===== src/rtl/uart_tx_buffered.sv =====
// uart_tx_buffered: byte-wide UART transmitter with a small input FIFO.
// Bytes are taken over a valid/ready handshake, queued, and sent as 8N1 or
// 8N2 frames (start, 8 data bits LSB first, STOP_BITS stop bits). Every bit
// lasts exactly BAUD_TICKS clock cycles. Back-to-back frames carry no idle gap.
module uart_tx_buffered #(
    parameter int BAUD_TICKS = 921,
    parameter int STOP_BITS  = 1,
    parameter int FIFO_DEPTH = 4
) (
    input  logic                        clk,
    input  logic                        reset,
    input  logic [7:0]                  data_in,
    input  logic                        data_valid,
    output logic                        data_ready,
    output logic                        tx,
    output logic                        busy,
    output logic [$clog2(FIFO_DEPTH):0] fifo_count
);

    localparam int PTR_W  = $clog2(FIFO_DEPTH);
    localparam int CNT_W  = PTR_W + 1;
    localparam int BAUD_W = $clog2(BAUD_TICKS);
    // The stop counter spans the whole stop time so two stop bits fit in one count.
    localparam int STOP_W = $clog2(STOP_BITS * BAUD_TICKS);

    localparam logic [BAUD_W-1:0] BAUD_LAST = BAUD_W'(BAUD_TICKS - 1);
    localparam logic [STOP_W-1:0] STOP_LAST = STOP_W'(STOP_BITS * BAUD_TICKS - 1);
    localparam logic [CNT_W-1:0]  DEPTH_C   = CNT_W'(FIFO_DEPTH);

    typedef enum logic [1:0] {
        S_IDLE,
        S_START,
        S_DATA,
        S_STOP
    } state_t;

    // FIFO storage and bookkeeping
    logic [7:0]       mem_q [FIFO_DEPTH];
    logic [PTR_W-1:0] wr_ptr_q, wr_ptr_d;
    logic [PTR_W-1:0] rd_ptr_q, rd_ptr_d;
    logic [CNT_W-1:0] count_q, count_d;

    // Serializer state
    state_t           state_q, state_d;
    logic [BAUD_W-1:0] baud_q, baud_d;
    logic [STOP_W-1:0] stop_cnt_q, stop_cnt_d;
    logic [2:0]       bit_q, bit_d;
    logic [7:0]       shift_q, shift_d;
    logic             tx_q, tx_d;

    logic             push;
    logic             pop;
    logic             fifo_empty;

    assign fifo_empty = (count_q == '0);
    // Ready depends only on the count, so a full FIFO refuses a push even
    // when the serializer pops on the same edge.
    assign data_ready = (count_q != DEPTH_C);
    assign push       = data_valid && data_ready;

    assign tx         = tx_q;
    assign busy       = (state_q != S_IDLE) || !fifo_empty;
    assign fifo_count = count_q;

    // FIFO pointer and occupancy next-state
    always_comb begin
        wr_ptr_d = wr_ptr_q;
        rd_ptr_d = rd_ptr_q;
        count_d  = count_q;
        if (push) begin
            wr_ptr_d = wr_ptr_q + 1'b1;
        end
        if (pop) begin
            rd_ptr_d = rd_ptr_q + 1'b1;
        end
        case ({push, pop})
            2'b10:   count_d = count_q + 1'b1;
            2'b01:   count_d = count_q - 1'b1;
            default: count_d = count_q;
        endcase
    end

    // FIFO data array; contents need no reset because the count gates reads
    always_ff @(posedge clk) begin
        if (push) begin
            mem_q[wr_ptr_q] <= data_in;
        end
    end

    // Frame sequencer: next state, line level, counters and pop request
    always_comb begin
        state_d    = state_q;
        baud_d     = baud_q;
        stop_cnt_d = stop_cnt_q;
        bit_d      = bit_q;
        shift_d    = shift_q;
        tx_d       = tx_q;
        pop        = 1'b0;
        case (state_q)
            S_IDLE: begin
                tx_d   = 1'b1;
                baud_d = '0;
                if (!fifo_empty) begin
                    pop     = 1'b1;
                    shift_d = mem_q[rd_ptr_q];
                    tx_d    = 1'b0;
                    state_d = S_START;
                end
            end
            S_START: begin
                if (baud_q == BAUD_LAST) begin
                    baud_d  = '0;
                    tx_d    = shift_q[0];
                    shift_d = {1'b0, shift_q[7:1]};
                    bit_d   = '0;
                    state_d = S_DATA;
                end else begin
                    baud_d = baud_q + 1'b1;
                end
            end
            S_DATA: begin
                if (baud_q == BAUD_LAST) begin
                    baud_d = '0;
                    if (bit_q == 3'd7) begin
                        tx_d       = 1'b1;
                        stop_cnt_d = '0;
                        state_d    = S_STOP;
                    end else begin
                        bit_d   = bit_q + 3'd1;
                        tx_d    = shift_q[0];
                        shift_d = {1'b0, shift_q[7:1]};
                    end
                end else begin
                    baud_d = baud_q + 1'b1;
                end
            end
            S_STOP: begin
                baud_d = '0;
                if (stop_cnt_q == STOP_LAST) begin
                    stop_cnt_d = '0;
                    if (!fifo_empty) begin
                        // Chain straight into the next start bit: no idle gap.
                        pop     = 1'b1;
                        shift_d = mem_q[rd_ptr_q];
                        tx_d    = 1'b0;
                        state_d = S_START;
                    end else begin
                        state_d = S_IDLE;
                    end
                end else begin
                    stop_cnt_d = stop_cnt_q + 1'b1;
                end
            end
            default: begin
                tx_d    = 1'b1;
                state_d = S_IDLE;
            end
        endcase
    end

    // State registers; reset drops the queue and forces the line high at once
    always_ff @(posedge clk or posedge reset) begin
        if (reset) begin
            wr_ptr_q   <= '0;
            rd_ptr_q   <= '0;
            count_q    <= '0;
            state_q    <= S_IDLE;
            baud_q     <= '0;
            stop_cnt_q <= '0;
            bit_q      <= '0;
            shift_q    <= '0;
            tx_q       <= 1'b1;
        end else begin
            wr_ptr_q   <= wr_ptr_d;
            rd_ptr_q   <= rd_ptr_d;
            count_q    <= count_d;
            state_q    <= state_d;
            baud_q     <= baud_d;
            stop_cnt_q <= stop_cnt_d;
            bit_q      <= bit_d;
            shift_q    <= shift_d;
            tx_q       <= tx_d;
        end
    end

endmodule


===== config.mk =====
export PLATFORM = sky130hd
export DESIGN_NAME = uart_tx_buffered
export DESIGN_NICKNAME = d
export VERILOG_FILES = /design/src/rtl/uart_tx_buffered.sv
export SDC_FILE = /design/constraint.sdc
export NUM_CORES = 1
export LEC_CHECK = 0
export ABC_AREA = 1
export BUFFER_PORTS_ARGS = -buffer_cell sky130_fd_sc_hd__buf_2
export CAP_MARGIN = 10
export CORE_MARGIN = 2
export CORE_UTILIZATION = 35
export CTS_CLUSTER_SIZE = 14
export DETAILED_ROUTE_END_ITERATION = 8
export GPL_TIMING_DRIVEN = 1
export HOLD_SLACK_MARGIN = 0.02
export PLACE_DENSITY = 0.64
export SYNTH_ARGS = -nofsm -noshare
export SYNTH_HDL_FRONTEND = slang
export SYNTH_SLANG_ARGS = --single-unit

===== constraint.sdc =====
create_clock -name clk -period 2.47 [get_ports clk]
set_input_delay 0.741 -clock clk [delete_from_list [all_inputs] [get_ports clk]]
set_output_delay 0.741 -clock clk [all_outputs]
set_load 0.02 [all_outputs]

---- Word-level counts from Yosys, hierarchy flattened ----
Memories as Yosys holds them, arrays and structs flattened.
Index checks and enable logic that the tools add are counted.
cells by class
  div/mod/pow operators ................... 0
  reductions and logical operators ........ 16
  multipliers ............................. 0
  muxes and demuxes ....................... 36
  order comparisons ....................... 0
  $add $sub $neg .......................... 7
  bitwise logic cells ..................... 0
  equality and inequality tests ........... 16
  shift operators ......................... 0
operators by type and width
  kind                                                  number
  two-way mux 10 bit                                    4
  two-way mux 8 bit                                     5
  case mux 10 bit (2 select lines)                      2
  case mux 8 bit (4 select lines)                       1
  adder 10 x 1 -> 10 bit (second input constant)        2
  equality test 10 bit (second input constant)          2
  != test 2 bit (second input constant)                 7
  case mux 3 bit (2 select lines)                       2
  AND reduction 4 bit                                   3
  two-way mux 1 bit                                     11
  two-way mux 2 bit                                     5
  two-way mux 3 bit                                     3
  case mux 2 bit (4 select lines)                       1
  nonzero test 2 bit                                    4
  adder 3 x 1 -> 3 bit (second input constant)          2
  equality test 2 bit (second input constant)           3
  AND reduction 5 bit                                   1
  adder 2 x 1 -> 2 bit (second input constant)          2
  equality test 2 x 1 -> 1 bit (second input constant)  2
  case mux 1 bit (4 select lines)                       1
  OR reduction 2 bit                                    2
  equality test 3 bit (second input constant)           1
  logical NOT 3 bit                                     1
  != test 3 bit (second input constant)                 1
  other kinds (7)                                       7
storage, ports and cells
  input port bits ......................... 11
  RAM bits ................................ 32
  register bits ........................... 41
  memories ................................ 1
  latch bits .............................. 0
  ROM bits ................................ 0
  output and inout bits ................... 6
  logic and storage cells ................. 85
memories
  memory  words  width  read ports  clocked after Yosys merged registers in  wr ports  RTL line  source
  mem_q   4      8      1           0                                        1         38        logic [7:0] mem_q [FIFO_DEPTH];

---- Longest topological paths before layout ----
Gate-level depths: netlist (run 1).
  depth in word-level cells ............... 6
  gate-level depth with buffers ........... 14
  depth with buffers taken out ............ 14

---- Least setup slack after synthesis (run 1) ----
No wires, ideal clock.
  path type ............................... register to register
  start ................................... register state_q[0]
  end ..................................... register count_q[2] (netlist: fifo_count[2])
  path slack .............................. 0.150 ns
  cell stages (with the launch flop) ...... 13
  required time ........................... 2.339 ns
  data arrival time ....................... 2.189 ns
  cell sequence ........................... dfrtp_1 -> inv_1 -> ha_1 -> inv_1 -> clkbuf_1 -> nand2_1 -> inv_1 -> ha_1 -> inv_1 -> fa_1 -> a21oi_1 -> o21ai_0 -> xor2_1
between the ends
  longest elaborated chain between the ends .. 4
  elaborated cells on any way between the ends .. 7
RTL lines
  item                                                                   RTL line  source
  start: declaration                                                     44        state_t state_q, state_d;
  start signal: assignment                                               177       state_q <= state_d;
  equality test 2 bit or logical NOT 2 bit (tied branches)               99        case (state_q)
  case mux 1 bit (2 select lines) (*)                                    99
  named net pop                                                          52        logic pop;
  equality test 2 x 1 -> 1 bit or equality test 2 bit (tied branches)    76        case ({push, pop})
  case mux 3 bit (2 select lines) or nonzero test 2 bit (tied branches)  n/a
  end signal: assignment                                                 176       count_q <= count_d;
  end: declaration                                                       41        logic [CNT_W-1:0] count_q, count_d;
The timed path passes the listed nets; every way through them passes the cells marked *.
A chain may end at the register's enable or synchronous reset.

---- Final worst setup path (run 1) ----
  start ................................... register stop_cnt_q[1]
  end ..................................... register count_q[2] (netlist: fifo_count[2])
between the ends
  longest elaborated chain between the ends .. 5
  elaborated cells on any way between the ends .. 7
RTL lines
  item                                                                   RTL line  source
  start: declaration                                                     46        logic [STOP_W-1:0] stop_cnt_q, stop_cnt_d;
  start signal: assignment                                               179       stop_cnt_q <= stop_cnt_d;
  equality test 10 bit (*)                                               139       if (stop_cnt_q == STOP_LAST) begin
  two-way mux 1 bit (*)                                                  139
  case mux 1 bit (2 select lines) (*)                                    99
  named net pop                                                          52
  equality test 2 x 1 -> 1 bit or equality test 2 bit (tied branches)    76
  case mux 3 bit (2 select lines) or nonzero test 2 bit (tied branches)  n/a
Marked as above.

==> qor.yml, run 1 <==
synth.net_count: 430
synth_seq_area_share_pct: 54.7
cp_max_fo: 3
comb_power_share_pct: 14.6
setup_tns_ps: 0
antenna_found_initial: 0
setup_violations: 0
synthCells: 402
tightest_slew_ps: 530
worst_setup_path_end_kind: "flop"
gp_congestion: 0.807
routed_via_density: 4.51
powerDensity_mw_per_mm2: 687
grt-ovfl-total: 0
criticalPathCategory: "reg -> reg"
antenna_left: 0
switching_share_pct: 28.5
status: "complete, no violations"
ys_types: 34
critPathMaxStageDelay_ps: 400
rows: 37
initial_core_util_pct: 35.7
async_reset_ff_share_pct: 56.2
clk_pin_slew_ps: 80
die_area_mm2: 0.0112
grtUsageMet2_pct: 22.9
relSlewSlack_pct: 64.6
synth_top_area_share_pct: 27.5
cp-start-kind: "flop"
grt_max_degree: 42
fp.coreArea_mm2: 0.0102
synthTopCellsByArea: "dfrtp_1, edfxtp_1, nand2_1, nand3_1, ha_1"
clk_latency_ps: 340
p_leak_nw: 2.01
pwr-share-clk_pct: 33.9
port_buffers: 16
cts_buffer_depth: 2
p_seq_share_pct: 51.5
die_width_um: 106
nNetsFinal: 465
numCtsBuffers: 9
finalClockSkew_ps: 8.92
cts-root-buf: "clkbuf_8"
worst_ep_arrival_time_ps: 2540
diodes: 0
fin_area_mm2: 0.00419
post_drt_wl_per_cell_um: 11.3
critPathBufInv: 4
grt_busiest_layer: "met2"
drt_iter0_markers: 104
dpl-instance-area_mm2: 0.00393
use_met1_pct: 15.5
hold_viol: 0
die_h_um: 106
crit_path_cell_trace: "inv_1 -> ha_1 -> inv_1 -> nor2_2 -> nand4_4 -> o21ai_4 -> nand2_1 -> inv_1 -> ha_1 -> inv_1 -> fa_2 -> a21oi_1 -> o21ai_1 -> xor2_1"
grt_pass1_wl_um: 11600
vdd_drop_max_uv: 397
crit_top_cell: "inv_1"
fmax_mhz: 433
cts.sinks: 73
crit_family: "adder cells"
finalCritPeriodShare_pct: 93.6
ys_ff_latch: 73
synth_area_per_cell_um2: 9.04
p_switching_mw: 0.819
firstDrtPassIters: 5
yosysTopAreaCell: "dfrtp_1"
synth-main-ff-cell: "dfrtp_1"
cp_slowest_cell: "dfrtp_1"
cap_violations: 0
cts_max_level: 3
dpl.hpwl_um: 4530
slew_violations: 0
yosys_warnings: 0
grt_pass1_vias: 2559
num_vias: 2607
intPower_mw: 2.06
worstPathRequired_ps: 2700
drcViolationCount: 0
synth_area_mm2: 0.00364
postCtsHoldBufs: 0
track_usage_pct: 12.9
use_met3_pct: 3.31
totalWireLength_um: 6560
fillCellCount: 1031
syn2layout_area_growth_pct: 15.1
io_pins: 17
cts_tree: "yes"
synth_edf_count: 32
fin_crit_ps: 2310
drive_gt1_share_pct: 16.1
holdCritPathClass: "reg -> reg"
[synth_stat cells (2+ instances only)]
cell	count
nor2_1	33
nand4_1	2
nor2_2	3
nand2_2	2
inv_1	44
nand3_1	42
nor3b_1	2
nand3_2	2
o21ai_0	13
clkbuf_1	3
dfrtp_1	40
xor2_1	6
edfxtp_1	32
ha_1	16
inv_2	3
buf_2	3
nand2_4	2
nand2_1	129
a21oi_1	10
[routing by layer]
layer	share of wire, %	up-vias
li1	-	1353
met4	0.47	0
met3	3.2	2
met2	51	29
met1	45	1223
met5	0	-
[layout make-up]
class                           instances  area, um^2  area share (%)
Timing Repair Buffer                   31         193            4.60
Clock inverter                          7        83.8            2.00
Sequential cell                        73        1990            47.5
Clock buffer                            9         124            2.96
Tap cell                              136         170            4.06
Inverter                               49         189            4.51
Multi-Input combinational cell        273        1440            34.4
[cell usage in the layout, fill, tap and decap left out, types with 3 or more instances in the layout]
cell type | Yosys | layout
inv_6 | 0 | 3
clkbuf_8 | 0 | 9
nor2_2 | 3 | 4
nor2_1 | 33 | 32
nand3_1 | 42 | 42
buf_2 | 3 | 16
xor2_1 | 6 | 6
o21ai_0 | 13 | 12
a21oi_1 | 10 | 10
edfxtp_1 | 32 | 32
inv_1 | 44 | 43
nand2_1 | 129 | 129
ha_1 | 16 | 16
buf_4 | 0 | 15
inv_2 | 3 | 4
dfrtp_1 | 40 | 40
[what timing repair did]
action | in CTS | in global routing
gates resized for setup | 0 | 6
setup buffers | 0 | 4
setup endpoints to repair | 0 | 2
[state kept, by name, indices dropped and copies added, names as in the netlist]
register    flops
tx              1
bit_q           3
stop_cnt_q     10
shift_q         8
wr_ptr_q        2
rd_ptr_q        2
mem_q          32
state_q         2
fifo_count      3
baud_q         10
[final timing paths]
check	start	end	slack [ps]	cells past startpoint
worst max-delay path	stop_cnt_q[1]$_DFFE_PP0P_	fifo_count[2]$_DFFE_PP0P_	160	14
worst min-delay path	tx$_DFFE_PP1P_	tx$_DFFE_PP1P_	460	2
worst max register to register	stop_cnt_q[1]$_DFFE_PP0P_	fifo_count[2]$_DFFE_PP0P_	160	14
worst min register to register	tx$_DFFE_PP1P_	tx$_DFFE_PP1P_	460	2
max in group asynchronous	reset	tx$_DFFE_PP1P_	1580	3
min in group asynchronous	reset	wr_ptr_q[0]$_DFFE_PP0P_	510	3
[kinds of logic after synthesis]
family | share of synthesized area [%]
buffers and inverters | 6.33
adder cells (fa/ha/maj) | 6.06
AO/OA/AOI/OAI | 3.85
AND/OR/NAND/NOR | 27.4
flip-flops | 54.7
XOR/XNOR | 1.69
[through the flow]
step	utilization (%)	setup WS [ps]	hold WS [ps]	cells	power, mW
3_5_place_dp	38.6	28.3	455	558	1.94
3_3_place_gp	38.6	132	454	558	1.91
5_1_grt	41.1	-11.9	492	578	3.03
2_1_floorplan	-	150	449	402	1.76
4_1_cts	40.6	35.6	467	574	2.92
6_report	41.1	158	464	578	2.88
[worst min-delay path, delay by kind of cell, from the launching register on]
family	cells	cell delay, ps
simple gates	2	90
flops	1	380
[power groups by stage]
stage / combinational (mW) / clock (mW) / sequential, mW
CTS: 0.431 / 1.00 / 1.48
detailed placement: 0.432 / 0 / 1.51
finish: 0.421 / 0.974 / 1.48
global placement: 0.409 / 0 / 1.50
floorplan: 0.236 / 0 / 1.53
global route: 0.482 / 1.05 / 1.49
Note: power is estimated with default switching activity, not from simulation.
==> run 2, diff against run 1 <==
==> constraint.sdc (replaced) <==
create_clock -name clk -period 2.47 [get_ports clk]
set_input_delay 0.1235 -clock clk [delete_from_list [all_inputs] [get_ports clk]]
set_output_delay 0.1235 -clock clk [all_outputs]
set_load 0.02 [all_outputs]
==> qor.yml, run 2 (synthesis gave the netlist of run 1 again) <==
status: "complete, no violations"
routed_via_density: 4.49  # -0.42%
top_regs: "mem_q (32), baud_q (10), stop_cnt_q (10)"
fmax_mhz: 427  # -1.2%
finalCritPeriodShare_pct: 94.7  # +1.1 points
power_mw: 2.75  # -4.4%
numCtsBuffers: 9  # unchanged
fin_crit_ps: 2340  # +28.1 ps
grt_pass1_vias: 2573  # +0.55%
cts_buffer_depth: 2  # unchanged
totalWireLength_um: 6790  # +3.6%
final-seq-area_mm2: 0.00199  # unchanged
final_common_cell: "nand2_1"
worstPathRequired_ps: 2700  # about the same
die_width_um: 106  # unchanged
die_area_mm2: 0.0112  # unchanged
min_to: "wr_ptr_q[0]$_DFFE_PP0P_"
vdd_drop_max_uv: 358  # -9.9%
criticalPathCategory: "reg -> reg"
grt_max_degree: 42  # unchanged
cp_max_fo: 4  # +1
largest_reg_flops: 32  # unchanged
port_buffers: 16  # unchanged
io_pins: 17  # unchanged
dpl.hpwl_um: 4640  # +2.3%
powerDensity_mw_per_mm2: 650  # -5.4%
cts_tree: "yes"
clk_latency_ps: 350  # about the same
final_cell_mix: "nand2_1, inv_1, nand3_1"
pre_cts_ws_ps: 64.2  # +35.9 ps
top_register: "mem_q"
worst_setup_path_end_kind: "flop"
cp-start-kind: "flop"
syn2layout_area_growth_pct: 16.3
multiInputGateArea_mm2: 0.00144  # -0.17%
initial_core_util_pct: 35.7  # unchanged
post_drt_wl_per_cell_um: 11.6  # +2.2%
holdCritPathClass: "in -> reg"
cap_violations: 0  # unchanged
hold_depth: 3  # +1
p_leak_nw: 2.01  # +0.35%
hp-start: "data_valid"
gp_congestion: 0.805  # -0.24%
track_usage_pct: 13.3  # +0.35 points
clk_pin_slew_ps: 80  # about the same
worst_slack_ps: 130  # -28.1 ps
antenna_left: 0  # unchanged
fillCellCount: 1021  # -0.97%
reg2reg_setup_slack_ps: 130  # -30 ps
relSlewSlack_pct: 63.9  # -0.76 points
nNetsFinal: 473  # +1.7%
finalClockSkew_ps: 11.0  # +2.08 ps
setup_violations: 0  # unchanged
r2r-start: "stop_cnt_q[0]$_DFFE_PP0P_"
reg2reg_to: "fifo_count[2]$_DFFE_PP0P_"
drt_iter0_markers: 72  # -31%
cts-root-buf: "clkbuf_8"
hold_viol: 0  # unchanged
rows: 37  # unchanged
critPathMaxStageDelay_ps: 410  # about the same
drive_gt1_share_pct: 14.9  # -1.2 points
die_h_um: 106  # unchanged
crit_family: "adder cells"
diodes: 0  # unchanged
slew_violations: 0  # unchanged
worst_ep_arrival_time_ps: 2570  # +30 ps
setup_tns_ps: 0  # unchanged
firstDrtPassIters: 4  # -1
tightest_slew_ps: 542  # +11.4 ps
grt_pass1_wl_um: 11700  # +1.3%
antenna_found_initial: 0  # unchanged
crit_top_cell: "inv_1"
cts_max_level: 3  # unchanged
num_vias: 2632  # +0.96%
cts.sinks: 73  # unchanged
fp.coreArea_mm2: 0.0102  # unchanged
r2r_cells: 14  # unchanged
drcViolationCount: 0  # unchanged
grt-ovfl-total: 0  # unchanged
critPathBufInv: 4  # unchanged
cp_slowest_cell: "dfrtp_1"
hold_slack_ps: 246  # -219 ps
crit_path_cell_trace: "inv_2 -> ha_1 -> inv_1 -> nor2_2 -> nand4_4 -> o21ai_4 -> nand2_1 -> inv_1 -> ha_1 -> inv_1 -> fa_1 -> a21oi_1 -> o21ai_0 -> xor2_1"
## run 2: changes by cell type in the layout (fill, tap and decap cells not counted), sizes merged
cell	change
clkbuf	+1
inv	-3
clkinvlp	+2
dlygate4sd3	+9
clkinv	+1
buf	-1
bufinv	-1
## run 2: worst min-delay path, cell delays in order
cell and delay (ps):
buf_2 100, nand2_1 230, xor2_1 110
## run 2: final cells by class
cell class	count	area share, %
repair buffers	39	6.51
inverters	49	4.47
multi-input cells	273	34.0
clock inverters	6	1.04
flip-flops and latches	73	47.0
clock buffers	10	3.02
well taps	136	4.02
## run 2: repair_timing
action                                  CTS  global route
endpoints found under the setup margin    0             1
setup buffers                             0             5
hold endpoints to repair                 72             0
hold buffers                              9             0
gates resized for setup                   0             4
## run 2: worst max path at each step
stage	from	endpoint	cells after the start
2_1_floorplan	state_q[0]$_DFFE_PP0P_	fifo_count[2]$_DFFE_PP0P_	12
3_3_place_gp	stop_cnt_q[0]$_DFFE_PP0P_	fifo_count[2]$_DFFE_PP0P_	14
3_5_place_dp	stop_cnt_q[0]$_DFFE_PP0P_	fifo_count[2]$_DFFE_PP0P_	14
4_1_cts	stop_cnt_q[0]$_DFFE_PP0P_	fifo_count[2]$_DFFE_PP0P_	14
5_1_grt	stop_cnt_q[0]$_DFFE_PP0P_	fifo_count[2]$_DFFE_PP0P_	14
6_report	stop_cnt_q[0]$_DFFE_PP0P_	fifo_count[2]$_DFFE_PP0P_	14
## run 2: layer usage
| layer | part of all wire (%) | vias to the layer above | track usage, % |
|---|---|---|---|
| met5 | 0 | - | 0 |
| met4 | 1.4 | 0 | 5.45 |
| met3 | 2.6 | 8 | 3.68 |
| met2 | 50 | 19 | 23.0 |
| met1 | 46 | 1235 | 15.4 |
| li1 | - | 1370 | - |
## run 2: per-stage QoR
| stage | instance area [um^2] | util (%) | instances |
|---|---|---|---|
| floorplan | 3640 | - | 402 |
| global placement | 3910 | 38.4 | 556 |
| detailed placement | 3910 | 38.4 | 556 |
| CTS | 4170 | 41.0 | 581 |
| global route | 4230 | 41.5 | 586 |
| finish | 4230 | 41.5 | 586 |
## run 2: report_power, final
group	total [mW]	switching (mW)	internal [mW]
sequential	1.49	0.0608	1.42
clock	0.836	0.470	0.366
combinational	0.427	0.278	0.149
total	2.75	0.809	1.94
==> run 3, diff against run 2 <==
ABC_AREA = 0   (was 1)
==> qor.yml, run 3 <==
drcViolationCount: 0  # unchanged
crit_path_cell_trace: "nor4b_4 -> a41oi_2 -> nor3_2 -> ha_2 -> inv_1 -> fa_1 -> xor2_1 -> nor2_1 -> xor2_1"
synthCells: 268  # -33%
crit_family: "simple AND/OR/NAND/NOR gates"
syn2layout_area_growth_pct: 17.0
r2r-start: "stop_cnt_q[2]$_DFFE_PP0P_"
synth_edf_count: 32  # unchanged
cts_max_level: 3  # unchanged
final_cell_mix: "dfrtp_1, edfxtp_1, mux2_2, nor2_1, inv_1"
synth_area_mm2: 0.00353  # -2.9%
diodes: 0  # unchanged
m1WireLength_um: 2870  # -7.5%
die_width_um: 104  # -1.4%
finalCritPeriodShare_pct: 95.1  # +0.39 points
status: "complete, no violations"
synth.net_count: 296  # -31%
cp-start-kind: "flop"
top_register: "mem_q"
clk_latency_ps: 350  # about the same
track_usage_pct: 12.4  # -0.84 points
cap_violations: 0  # unchanged
top_regs: "mem_q (32), baud_q (10), stop_cnt_q (10)"
nNetsFinal: 336  # -29%
hold_viol: 0  # unchanged
numCtsBuffers: 9  # unchanged
synthTopCellsByArea: "dfrtp_1, edfxtp_1, mux2_2, ha_1, mux4_2"
clk_pin_slew_ps: 90  # about the same
dr_wl_met2_um: 3060  # -11%
dpl-instance-area_mm2: 0.00382  # -2.2%
powerDensity_mw_per_mm2: 1100  # +69%
criticalPathCategory: "reg -> reg"
antenna_left: 0  # unchanged
synth_seq_area_share_pct: 56.3  # +1.6 points
crit_top_cell: "xor2_1"
post_drt_wl_per_cell_um: 13.9  # +20%
p_leak_nw: 1.65  # -18%
highest_layer: "met4"
ys_ff_latch: 73  # unchanged
gp_congestion: 0.818  # +1.7%
reg2reg_setup_slack_ps: 120  # about the same
ys_types: 54  # +59%
dpl.hpwl_um: 4260  # -8.2%
fin_crit_ps: 2350  # +9.53 ps
reg2reg_to: "fifo_count[2]$_DFFE_PP0P_"
worst_ep_arrival_time_ps: 2630  # +60 ps
dr_wl_met3_um: 213  # +18%
yosysTopAreaCell: "dfrtp_1"
yosysMostFrequentCell: "dfrtp_1"
die_h_um: 104  # -1.4%
vdd_drop_max_uv: 567  # +58%
synth_area_per_cell_um2: 13.2  # +46%
initial_core_util_pct: 36.1  # +0.42 points
pre_cts_ws_ps: 83.8  # +19.6 ps
fmax_mhz: 426  # -0.41%
setup_violations: 0  # unchanged
num_vias: 2232  # -15%
rows: 36  # -2.7%
yosys-top-cells-count: "dfrtp_1, edfxtp_1, mux2_2, nor2_1, inv_1"
firstDrtPassIters: 4  # unchanged
cp_slowest_cell: "dfrtp_1"
async_reset_ff_share_pct: 56.2  # unchanged
relSlewSlack_pct: 61.9  # -2.0 points
fin_util_pct: 42.3  # +0.73 points
finalClockSkew_ps: 14.7  # +3.73 ps
slew_violations: 0  # unchanged
cts.sinks: 73  # unchanged
grt_pass1_wl_um: 10900  # -7.2%
synth_top_area_share_pct: 28.3  # +0.82 points
cts_tree: "yes"
port_buffers: 16  # unchanged
worstPathRequired_ps: 2750  # +50 ps
critPathBufInv: 1  # -3
grt-ovfl-total: 0  # unchanged
routed_via_density: 5.00  # +11%
hp-start: "data_valid"
critPathMaxStageDelay_ps: 430  # +20 ps
r2r_cells: 9  # -5
holdCritPathClass: "in -> reg"
setup_tns_ps: 0  # unchanged
largest_reg_flops: 32  # unchanged
worst_slack_ps: 120  # -9.53 ps
drt_iter0_markers: 111  # +54%
final_common_cell: "dfrtp_1"
antenna_found_initial: 0  # unchanged
min_to: "wr_ptr_q[0]$_DFFE_PP0P_"
synth-main-ff-cell: "dfrtp_1"
hold_depth: 3  # unchanged
cts-root-buf: "clkbuf_8"
power_mw: 4.54  # +65%
worst_setup_path_end_kind: "flop"
yosys_warnings: 0  # unchanged
io_pins: 17  # unchanged
grt_pass1_vias: 2293  # -11%
cts_buffer_depth: 2  # unchanged
totalWireLength_um: 6190  # -8.9%
fp.coreArea_mm2: 0.00977  # -4.0%
grt_max_degree: 42  # unchanged
die_area_mm2: 0.0109  # -2.8%
tightest_slew_ps: 571  # +29.4 ps
cp_max_fo: 3  # -1
drive_gt1_share_pct: 27.2  # +12 points
fin_area_mm2: 0.00413  # -2.3%
run 3: cells by family (layout without fill, tap and decap cells):
kind of cell	count (synthesis)	in the layout	share of synthesized area, %
multiplexers	27	27	11.1
buffers and inverters	25	70	2.80
XOR/XNOR	14	14	3.47
AND/OR/NAND/NOR	75	75	11.7
flip-flops	73	73	56.3
AO/OA/AOI/OAI	37	37	8.36
adder cells (fa/ha/maj)	17	17	6.24
run 3: worst max path at each step:
stage / startpoint / endpoint / slack (ps) / depth (start not counted)
detailed placement: stop_cnt_q[5]$_DFFE_PP0P_ / fifo_count[2]$_DFFE_PP0P_ / 80 / 9
global placement: stop_cnt_q[5]$_DFFE_PP0P_ / fifo_count[2]$_DFFE_PP0P_ / 150 / 9
floorplan: state_q[0]$_DFFE_PP0P_ / fifo_count[2]$_DFFE_PP0P_ / 70 / 10
finish: stop_cnt_q[2]$_DFFE_PP0P_ / fifo_count[2]$_DFFE_PP0P_ / 120 / 9
CTS: stop_cnt_q[5]$_DFFE_PP0P_ / fifo_count[2]$_DFFE_PP0P_ / 70 / 9
global route: stop_cnt_q[5]$_DFFE_PP0P_ / fifo_count[2]$_DFFE_PP0P_ / -20 / 9
run 3: timing repair:
item	4_1_cts	5_1_grt
endpoints found under the hold margin	72	0
endpoints found under the setup margin	0	2
hold buffers	9	0
gates resized for setup	0	4
buffers inserted	0	1
run 3: power breakdown:
group	internal [mW]	switching (mW)	leakage, nW
clock	0.383	0.489	0.0888
sequential	1.59	0.234	0.823
combinational	0.935	0.912	0.735
total	2.91	1.63	1.65
run 3: cell type report:
class,instances,area (um^2)
well taps,133,166
multi-input cells,170,1470
clock buffers,9,124
fillers,905,5640
clock inverters,7,61.3
repair buffers,37,260
flip-flops and latches,73,1990
inverters,17,63.8
run 3: metrics by stage:
step	instances	hold slack (ps)
2_1_floorplan	268	222
3_3_place_gp	420	290
3_5_place_dp	420	295
4_1_cts	445	209
5_1_grt	446	224
6_report	446	228
run 3: worst min-delay path, cell delays in order:
cell and delay, ps:
buf_2 110, and2_1 200, xnor2_1 90
run 3: per-layer routing:
metal  vias to the layer above  GRT usage [%]
met5                         -              0
met4                         0           4.83
met3                         5           2.51
met2                        42           21.2
met1                      1108           15.4
li1                       1077              -
